[src/rtl/uart_pkg.sv]
// Shared types and helpers for the UART receive path.
package uart_pkg;

    typedef enum logic [2:0] {
        ST_IDLE,
        ST_START,
        ST_DATA,
        ST_PARITY,
        ST_STOP,
        ST_BREAK_WAIT
    } uart_rx_state_t;

    typedef struct packed {
        logic break_detect;
        logic frame_error;
        logic parity_error;
    } uart_rx_status_t;

    localparam int unsigned UART_STATUS_W = 3;

    // Out-of-range data-bit settings fall back to the widest frame.
    function automatic logic [3:0] eff_data_bits(input logic [3:0] cfg, input int unsigned max_bits);
        if (cfg < 4'd5 || {28'd0, cfg} > max_bits) begin
            return 4'(max_bits);
        end
        return cfg;
    endfunction

endpackage

[src/rtl/uart_rx_fifo.sv]
// Synchronous first-word-fall-through FIFO with occupancy and drop/handshake strobes.
module uart_rx_fifo #(
    parameter int unsigned WIDTH = 12,
    parameter int unsigned DEPTH = 16
) (
    input  logic                         clk_i,
    input  logic                         rst_i,
    input  logic                         push_i,
    input  logic [WIDTH-1:0]             wdata_i,
    input  logic                         pop_i,
    output logic [WIDTH-1:0]             rdata_o,
    output logic                         empty_o,
    output logic                         full_o,
    output logic [$clog2(DEPTH+1)-1:0]   count_o,
    output logic [$clog2(DEPTH+1)-1:0]   count_next_o,
    output logic                         wr_o,
    output logic                         rd_o,
    output logic                         drop_o
);
    localparam int unsigned AW = (DEPTH > 1) ? $clog2(DEPTH) : 1;
    localparam int unsigned CW = $clog2(DEPTH+1);

    logic [WIDTH-1:0] mem [DEPTH];
    logic [AW-1:0]    wr_ptr;
    logic [AW-1:0]    rd_ptr;
    logic [CW-1:0]    count_q;

    // Handshake: pop_i is accepted only when not empty; push_i is accepted when
    // not full or when a pop is accepted in the same cycle, otherwise it is dropped.
    assign empty_o      = (count_q == '0);
    assign full_o       = (count_q == CW'(DEPTH));
    assign rd_o         = pop_i && !empty_o;
    assign wr_o         = push_i && (!full_o || rd_o);
    assign drop_o       = push_i && !wr_o;
    assign count_next_o = count_q + CW'(wr_o) - CW'(rd_o);
    assign count_o      = count_q;
    assign rdata_o      = empty_o ? '0 : mem[rd_ptr];

    always_ff @(posedge clk_i) begin
        if (wr_o) begin
            mem[wr_ptr] <= wdata_i;
        end
    end

    always_ff @(posedge clk_i) begin
        if (rst_i) begin
            wr_ptr  <= '0;
            rd_ptr  <= '0;
            count_q <= '0;
        end else begin
            if (wr_o) wr_ptr <= wr_ptr + AW'(1);
            if (rd_o) rd_ptr <= rd_ptr + AW'(1);
            count_q <= count_next_o;
        end
    end

endmodule

[src/rtl/uart_rx_channel.sv]
// Oversampled majority-vote UART receiver with status FIFO, RTS watermark and idle timeout.
module uart_rx_channel
    import uart_pkg::*;
#(
    parameter int unsigned DATA_MAX   = 9,
    parameter int unsigned OVERSAMPLE = 16,
    parameter int unsigned FIFO_DEPTH = 16,
    parameter int unsigned RTS_LEVEL  = FIFO_DEPTH - 2,
    parameter int unsigned DIV_WIDTH  = 16
) (
    input  logic                              clk_i,
    input  logic                              rst_i,
    input  logic                              enable_i,
    input  logic [DIV_WIDTH-1:0]              divider_i,
    input  logic [3:0]                        data_bits_i,
    input  logic                              parity_en_i,
    input  logic                              parity_odd_i,
    input  logic                              stop2_i,
    input  logic [7:0]                        timeout_i,
    input  logic                              rx_i,
    input  logic                              pop_i,
    output logic [DATA_MAX-1:0]               data_o,
    output uart_rx_status_t                   status_o,
    output logic                              empty_o,
    output logic                              full_o,
    output logic [$clog2(FIFO_DEPTH+1)-1:0]   count_o,
    output logic                              overrun_o,
    input  logic                              clr_overrun_i,
    output logic                              rts_o,
    output logic                              busy_o,
    output logic                              timeout_o,
    output uart_rx_state_t                    dbg_state_o
);
    localparam int unsigned CW = $clog2(FIFO_DEPTH+1);
    localparam int unsigned SW = $clog2(OVERSAMPLE);
    localparam int unsigned EW = DATA_MAX + UART_STATUS_W;
    localparam logic [SW-1:0] S_A    = SW'(OVERSAMPLE/2 - 1);
    localparam logic [SW-1:0] S_B    = SW'(OVERSAMPLE/2);
    localparam logic [SW-1:0] S_C    = SW'(OVERSAMPLE/2 + 1);
    localparam logic [SW-1:0] S_LAST = SW'(OVERSAMPLE - 1);

    uart_rx_state_t state_q, state_d;

    logic [DIV_WIDTH-1:0] div_cnt;
    logic                 tick;
    logic [SW-1:0]        samp_cnt;
    logic                 s_a, s_b, vote, vote_tick;
    logic [DATA_MAX-1:0]  data_sh;
    logic [3:0]           bit_cnt, nbits, shamt;
    logic                 stop_cnt, ferr_q, perr_q, all_zero_q;
    logic                 push, brk;
    logic [DATA_MAX-1:0]  push_data;
    uart_rx_status_t      push_status;

    logic [EW-1:0]        fifo_rdata;
    logic [CW-1:0]        fifo_count_next;
    logic                 fifo_wr, fifo_rd, fifo_drop;

    logic [SW-1:0]        tmo_samp;
    logic [7:0]           tmo_bits;
    logic                 tmo_armed, timeout_q, overrun_q, rts_q;

    assign tick = enable_i && (div_cnt >= divider_i);

    always_ff @(posedge clk_i) begin
        if (rst_i || !enable_i) begin
            div_cnt <= '0;
        end else if (tick) begin
            div_cnt <= '0;
        end else begin
            div_cnt <= div_cnt + DIV_WIDTH'(1);
        end
    end

    // The start-detect tick counts as tick 0, so the counter is parked at 1 while idle.
    always_ff @(posedge clk_i) begin
        if (rst_i || state_q == ST_IDLE) begin
            samp_cnt <= SW'(1);
        end else if (tick) begin
            samp_cnt <= (samp_cnt == S_LAST) ? '0 : samp_cnt + SW'(1);
        end
    end

    always_ff @(posedge clk_i) begin
        if (rst_i) begin
            s_a <= 1'b1;
            s_b <= 1'b1;
        end else if (tick) begin
            if (samp_cnt == S_A) s_a <= rx_i;
            if (samp_cnt == S_B) s_b <= rx_i;
        end
    end

    assign vote      = (s_a & s_b) | (s_a & rx_i) | (s_b & rx_i);
    assign vote_tick = tick && (samp_cnt == S_C);
    assign nbits     = eff_data_bits(data_bits_i, DATA_MAX);
    assign shamt     = 4'(DATA_MAX) - nbits;
    assign brk       = all_zero_q && !vote;

    assign push_data                = brk ? '0 : (data_sh >> shamt);
    assign push_status.break_detect = brk;
    assign push_status.frame_error  = ferr_q | !vote;
    assign push_status.parity_error = perr_q;

    always_ff @(posedge clk_i) begin
        if (rst_i) begin
            state_q <= ST_IDLE;
        end else begin
            state_q <= state_d;
        end
    end

    always_comb begin
        state_d = state_q;
        push    = 1'b0;
        if (!enable_i) begin
            state_d = ST_IDLE;
        end else begin
            case (state_q)
                ST_IDLE:       if (tick && !rx_i) state_d = ST_START;
                ST_START:      if (vote_tick) state_d = vote ? ST_IDLE : ST_DATA;
                ST_DATA:       if (vote_tick && bit_cnt == nbits - 4'd1)
                                   state_d = parity_en_i ? ST_PARITY : ST_STOP;
                ST_PARITY:     if (vote_tick) state_d = ST_STOP;
                ST_STOP: begin
                    if (vote_tick && (stop_cnt || !stop2_i)) begin
                        push    = 1'b1;
                        state_d = brk ? ST_BREAK_WAIT : ST_IDLE;
                    end
                end
                ST_BREAK_WAIT: if (tick && rx_i) state_d = ST_IDLE;
                default:       state_d = ST_IDLE;
            endcase
        end
    end

    // Data shifts in at the MSB and is right-aligned by shamt when pushed.
    always_ff @(posedge clk_i) begin
        if (rst_i || state_q == ST_IDLE) begin
            data_sh    <= '0;
            bit_cnt    <= '0;
            stop_cnt   <= 1'b0;
            ferr_q     <= 1'b0;
            perr_q     <= 1'b0;
            all_zero_q <= 1'b1;
        end else if (vote_tick) begin
            if (vote && state_q != ST_START) all_zero_q <= 1'b0;
            case (state_q)
                ST_DATA: begin
                    data_sh <= {vote, data_sh[DATA_MAX-1:1]};
                    bit_cnt <= bit_cnt + 4'd1;
                end
                ST_PARITY: perr_q <= vote != ((^data_sh) ^ parity_odd_i);
                ST_STOP: begin
                    stop_cnt <= 1'b1;
                    if (!vote) ferr_q <= 1'b1;
                end
                default: ;
            endcase
        end
    end

    uart_rx_fifo #(
        .WIDTH (EW),
        .DEPTH (FIFO_DEPTH)
    ) u_fifo (
        .clk_i        (clk_i),
        .rst_i        (rst_i),
        .push_i       (push),
        .wdata_i      ({push_status, push_data}),
        .pop_i        (pop_i),
        .rdata_o      (fifo_rdata),
        .empty_o      (empty_o),
        .full_o       (full_o),
        .count_o      (count_o),
        .count_next_o (fifo_count_next),
        .wr_o         (fifo_wr),
        .rd_o         (fifo_rd),
        .drop_o       (fifo_drop)
    );

    always_ff @(posedge clk_i) begin
        if (rst_i) begin
            overrun_q <= 1'b0;
            rts_q     <= 1'b1;
        end else begin
            if (fifo_drop) overrun_q <= 1'b1;
            else if (clr_overrun_i) overrun_q <= 1'b0;
            rts_q <= (32'(fifo_count_next) < RTS_LEVEL);
        end
    end

    // Idle timeout counts whole bit times; one pulse per push/pop event.
    always_ff @(posedge clk_i) begin
        if (rst_i) begin
            tmo_samp  <= '0;
            tmo_bits  <= '0;
            tmo_armed <= 1'b1;
            timeout_q <= 1'b0;
        end else begin
            timeout_q <= 1'b0;
            if (fifo_wr || fifo_rd) begin
                tmo_samp  <= '0;
                tmo_bits  <= '0;
                tmo_armed <= 1'b1;
            end else if (tick && state_q == ST_IDLE && !empty_o && tmo_armed && timeout_i != 8'd0) begin
                if (tmo_samp == S_LAST) begin
                    tmo_samp <= '0;
                    if (tmo_bits == timeout_i - 8'd1) begin
                        timeout_q <= 1'b1;
                        tmo_armed <= 1'b0;
                    end else begin
                        tmo_bits <= tmo_bits + 8'd1;
                    end
                end else begin
                    tmo_samp <= tmo_samp + SW'(1);
                end
            end
        end
    end

    assign data_o      = fifo_rdata[DATA_MAX-1:0];
    assign status_o    = uart_rx_status_t'(fifo_rdata[EW-1:DATA_MAX]);
    assign overrun_o   = overrun_q;
    assign rts_o       = rts_q;
    assign busy_o      = (state_q != ST_IDLE);
    assign timeout_o   = timeout_q;
    assign dbg_state_o = state_q;

endmodule
[config.mk]
export PLATFORM = sky130hd
export DESIGN_NAME = uart_rx_channel
export DESIGN_NICKNAME = d
export VERILOG_FILES = /design/src/rtl/uart_pkg.sv /design/src/rtl/uart_rx_fifo.sv /design/src/rtl/uart_rx_channel.sv
export SDC_FILE = /design/constraint.sdc
export NUM_CORES = 1
export LEC_CHECK = 0
export ABC_AREA = 1
export CORE_ASPECT_RATIO = 1.75
export CORE_MARGIN = 10
export CORE_UTILIZATION = 65
export CTS_BUF_LIST = sky130_fd_sc_hd__clkbuf_8 sky130_fd_sc_hd__clkbuf_16
export DETAILED_ROUTE_END_ITERATION = 8
export GPL_ROUTABILITY_DRIVEN = 0
export PLACE_DENSITY = 0.82
export SLEW_MARGIN = 10
export SYNTH_ARGS = -nofsm -noshare
export SYNTH_HDL_FRONTEND = slang
export SYNTH_SLANG_ARGS = --single-unit
[constraint.sdc]
create_clock -name clk_i -period 8.2 [get_ports clk_i]
set_clock_uncertainty 0.1 [all_clocks]
set_input_delay 1.23 -clock clk_i [delete_from_list [all_inputs] [get_ports clk_i]]
set_output_delay 1.23 -clock clk_i [all_outputs]
set_load 0.05 [all_outputs]
-- Yosys cells after proc, flatten, opt, wreduce, memory -nomap -nowiden
Memory sizes are Yosys's and may differ from the RTL's. A register that Yosys moved wholly into a read port is not among the register bits.
Cells that the tools add are included.
- register bits: 71
- memories kept: 1
- bits of input ports: 37
- output and inout bits: 26
- memory bits (writable): 192
- logic and storage cells: 146
- memory list (name ; words ; width ; rd ports ; clocked after memory_dff ; wr ports ; RTL line ; text):
    u_fifo.mem ; 16 ; 12 ; 1 ; 1 ; 1 ; uart_rx_fifo.sv:23 ; logic [WIDTH-1:0] mem [DEPTH];
- reduce and logical (&&, ||, !) cells: 48
- $lt $le $gt $ge: 4
- add/subtract/negate cells: 12
- bitwise logic cells: 12
- shift operators: 1
- muxes and demuxes: 27
- equality and inequality tests: 21
- operators by type and width (kind ; count):
    $mux 3 ; 8
    $mux 4 ; 6
    $add 4x1->4 const B ; 5
    $pmux 3 s6 ; 1
    $add 16x1->16 const B ; 1
    $eq 4x4->1 const B ; 4
    $ge 16x16->1 ; 1
    $logic_and 1x1->1 ; 15
    $mux 12 ; 1
    $ne 2x2->1 const B ; 6
    $reduce_and 2->1 ; 6
    $mux 1 ; 9
    $mux 9 ; 1
    $reduce_and 3->1 ; 3
    $reduce_xor 9->1 ; 1
    $shr 9x4->9 ; 1
    $add 8x1->8 const B ; 1
    $eq 8x8->1 ; 1
    $reduce_bool 8->1 ; 1
    $sub 8x1->8 const B ; 1
    $logic_not 1->1 ; 7
    $eq 3x2->1 const B ; 2
    $eq 3x3->1 const B ; 2
    $logic_or 1x1->1 ; 6
    other kinds (25) ; 35

-- Logic depth before layout (Yosys ltp)
- word-level depth: 11
- depth in mapped cells: 25
- mapped depth without buffers: 25

-- Cells and area by module
Synthesis repeated with hierarchy kept, for this count alone.
- cells, all modules: 1345
- area, all modules: 12704.7 um2
- by module, submodules not included (module ; area an instance (um2) ; times used ; cells an instance ; seq. area each (um2)):
    uart_rx_fifo ; 8644.5 ; 1 ; 762 ; 6105.9
    uart_rx_channel ; 4060.1 ; 1 ; 583 ; 1161.1

-- Worst setup path after synthesis
OpenSTA, ideal clock, no wires.
- path kind: input -> register
- start point: in divider_i[3]
- end point: reg rts_q, in the netlist rts_o
- required time: 7.980 ns
- path slack: 4.376 ns
- data arrival time: 3.604 ns
- stages on the path: 24
- buffers on the path: 0
- setup time: 0.120 ns
- cell sequence: inv_1 ha_1 nand2_1 nor2_1 nor2_1 nand2_1 nand2_1 nand2_2 nand2_2 nand2_4 nand3_4 nor2_4 nand3_4 inv_2 ha_1 inv_1 fa_1 inv_1 nand2_1 a21oi_1 nor2_1 xnor2_1 o32ai_1 inv_1
- longest elaborated chain between the ends: 11
- RTL lines (element ; RTL line ; text):
    start, declared ; uart_rx_channel.sv:14 ; input logic [DIV_WIDTH-1:0] divider_i,
    $ge 16x16->1 ; uart_rx_channel.sv:63 ; assign tick = enable_i && (div_cnt >= divider_i);
    $logic_and 1x1->1 ; uart_rx_channel.sv:63 ;
    $logic_and 1x1->1 ; uart_rx_channel.sv:95 ; assign vote_tick = tick && (samp_cnt == S_C);
    $logic_and 1x1->1 ; uart_rx_channel.sv:126 ; if (vote_tick && (stop_cnt || !stop2_i)) begin
    $mux 1 ; uart_rx_channel.sv:126 ;
    $mux 1 ; uart_rx_channel.sv:119 ; case (state_q)
    $mux 1 ; uart_rx_channel.sv:116 ; if (!enable_i) begin
    $logic_and 1x1->1 ; uart_rx_fifo.sv:33 ; assign wr_o = push_i && (!full_o || rd_o);
    via fifo_wr ; uart_rx_channel.sv:57 ; logic fifo_wr, fifo_rd, fifo_drop;
    $add 5x1->5 ; uart_rx_fifo.sv:35 ; assign count_next_o = count_q + CW'(wr_o) - CW'(rd_o);
    $sub 5x1->5 ; uart_rx_fifo.sv:35 ;
    $lt 5x4->1 ; uart_rx_channel.sv:189 ; rts_q <= (32'(fifo_count_next) < RTS_LEVEL);
    end signal, assigned ; uart_rx_channel.sv:189 ;
    end, declared ; uart_rx_channel.sv:61 ; logic tmo_armed, timeout_q, overrun_q, rts_q;
The timed path passes the listed nets, and every way through them passes these cells.
A chain may end at the register's enable or synchronous reset.

==> impl_metrics.toml <==
[route]
routed-via-count = 9194
drt_iter0_markers = 860
avgRoutedWirePerCell_microns = 18.0
drt_wl_total_mm = 27.9
drc = 0
vias_per_cell = 5.95
ant_nets = 0
first_pass_iters = 6

[global_routing]
grt_pass1_wl_mm = 44.9
grt_max_degree = 98
grt_overflow = 0
antenna_found_initial = 0
grt_usage = 0.214
grt_pass1_vias = 9226

[cells_and_area]
fillers = 1316
final_util = 0.746
area_growth_pct = 12.6
final_nets = 1368
final_area_sq_um = 13900
drive_above_1_share = 0.0726
fin_cells = 1546
n_antenna_cell = 0

[synthesis]
synth-async-reset-ratio = 0
synth_edf_count = 192
syn_area_sq_um = 12400
syn_nets = 1306
yosysTopAreaCellShare = 0.467
synthCells = 1230
ys_dominant_reg_cell = "edfxtp_1"
synth-seq-area-share = 0.588
yosys.cell_types.count = 54
synth_warnings = 0
synth_area_leaders = "edfxtp_1 (47%), dfxtp_1 (12%), nor2_1 (6.2%)"
avgSynthCellArea_sq_um = 10.0
synth_area_leader_cell = "edfxtp_1"
synth_seq_cells = 267

[die]
die_y_microns = 202
io-pin-count = 63
core_sq_um = 18700
start_util = 0.662
dieWidth_microns = 124
die-area_sq_um = 25100
num_rows = 66

[power]
peakVddDrop_mv = 0.242
p_per_area_nw_per_um2 = 250
p_int_mw = 2.31
clkPwrFrac = 0.289
p_leak_nw = 5.09
p_seq_frac = 0.428
switchingPower_mw = 1.17
switching_share = 0.336
combPwrFrac = 0.283
power.total_mw = 3.48

[placement]
hpwl_mm = 18.5
io_buffers = 62
placed_cells = 1505
placed_cell_area_sq_um = 13200

[sta]
slew-limit-headroom = 0.228
fin_crit_sh = 0.661
layout_min_cycle_time_ps = 5420
fmax_mhz = 184
worstMarginPinSlew_ps = 1150
slew_viol_final = 0
hold_violations = 0
setup-violations-final = 0
grt_setup_unrepaired = "false"
fin_tns_setup_ps = 0

[clock_network]
clk_pin_slew_worst_paths_ps = 60
ctsHoldBuffers = 0
htree_levels = 1
cts_tree = "done"
worstSkewPairLatency_ps = 510
post_cts_buffers = 0
cts.sinks = 267
cts-root-buf = "clkbuf_16"
cts_resized = 0
clock_path_buffers = 3
cts_buffers = 23

[setup_path]
start_kind = "flip-flop"
timing_worst_setup_path_type = "flip-flop to output port"
arrival_ps = 4090
worstSetupEndpoint = "data_o[3]"
r2r-end = "rts_o"
cp-end-kind = "output port"
ff2ff_path_depth = 19
r2r-start = "u_fifo.count_o[2]"
reg2reg_slack_ps = 4200
crit_fanout = 97
cp.required_ps = 6870

[outcome]
outcome = "finished, final reports clean"

[hold_path]
hp-start = "ferr_q"
min_path_type = "flip-flop to flip-flop"

[run]
cap_viol_max_count = 0
-- routing by layer --
layer  vias up  global-route usage  share of wire
met5         -                   0              0
met3        82              0.0309          0.061
met2       374               0.415           0.55
met1      4340               0.223           0.35
met4         0              0.0835          0.033
li1       4398                   -              -
-- flip-flops by register name, indices dropped and copies added, names as in the netlist, 3 cells and up, named ones only --
register,cells
bit_cnt,4
dbg_state_o,3
u_fifo.mem,192
div_cnt,16
u_fifo.rd_ptr,4
tmo_samp,4
samp_cnt,4
u_fifo.wr_ptr,4
u_fifo.count_o,5
tmo_bits,8
data_sh,9
-- cell type report --
cell class / instances / area, sq um / share of cell area
repair buffers: 84 / 786 / 0.0564
clock inverters: 18 / 105 / 0.00755
inverters: 126 / 473 / 0.0340
clock buffers: 23 / 576 / 0.0413
multi-input cells: 790 / 4410 / 0.317
flip-flops and latches: 267 / 7270 / 0.522
well taps: 238 / 298 / 0.0214
-- how the worst min path moves through the flow --
stage | to | slack (ps) | cells after the start
6_report | ferr_q | 360 | 2
3_5_place_dp | ferr_q | 350 | 2
3_3_place_gp | tmo_armed | 330 | 1
4_1_cts | ferr_q | 360 | 2
5_1_grt | tmo_armed | 380 | 1
2_1_floorplan | tmo_armed | 330 | 1
-- critical path: stages, from the launching register on --
cell	delay, ps
dfxtp_2	310
buf_4	370
inv_2	640
buf_4	560
o21ai_0	150
o221ai_1	240
nand3_1	130
a21oi_1	270
clkdlybuf4s50_1	860
-- per-stage QoR --
| stage | setup WS, ps | hold slack [ps] |
|---|---|---|
| global placement | 3430 | 334 |
| detailed placement | 3400 | 354 |
| floorplan | 4380 | 327 |
| global route | 2530 | 379 |
| CTS | 2800 | 362 |
| finish | 2780 | 358 |
-- cell usage after synthesis (all sizes together), types with 2 or more instances --
library cell  instances
nor2                214
edfxtp              192
o21ai               145
nand2               132
inv                 125
dfxtp                75
a21oi                66
nand3                57
ha                   38
clkbuf               37
o221ai               34
xor2                 19
o22ai                14
nor3                 13
xnor2                11
buf                  10
nand4                 9
nand3b                5
nor3b                 5
a211oi                4
o21a                  4
a31oi                 2
o211ai                2
o311ai                2
o31ai                 2
-- layout by cell type (no fill, tap or decap), drive strengths merged, types with 5 or more instances in the layout --
cell type      instances
nand2                132
xnor2                 11
xor2                  19
clkbuf                23
o21ai                145
inv                  131
buf                   22
a21oi                 66
ha                    38
o22ai                 14
nor3b                  5
nor2                 214
clkinv                11
clkdlybuf4s50         62
o221ai                34
dfxtp                 75
edfxtp               192
nand3b                 5
nand4                  9
nand3                 57
nor3                  13
-- kinds of logic (layout without fill, tap and decap cells) --
group                    Yosys count  after routing  synth area share
AO/OA/AOI/OAI                    280            280             0.132
multiplexers                       1              1          0.000810
buffers and inverters            173            251            0.0548
adder cells (fa/ha/maj)           39             39            0.0401
AND/OR/NAND/NOR                  439            439             0.161
flip-flops                       267            267             0.588
XOR/XNOR                          31             31            0.0231
-- power by group through the flow --
stage	clock network (mW)	registers [mW]	logic, mW
floorplan	0	1.56	0.639
global placement	0	1.52	0.950
detailed placement	0	1.52	0.977
CTS	1.01	1.49	0.985
global route	1.07	1.49	1.07
finish	1.00	1.49	0.984
Note: power is estimated with default switching activity, not from simulation.
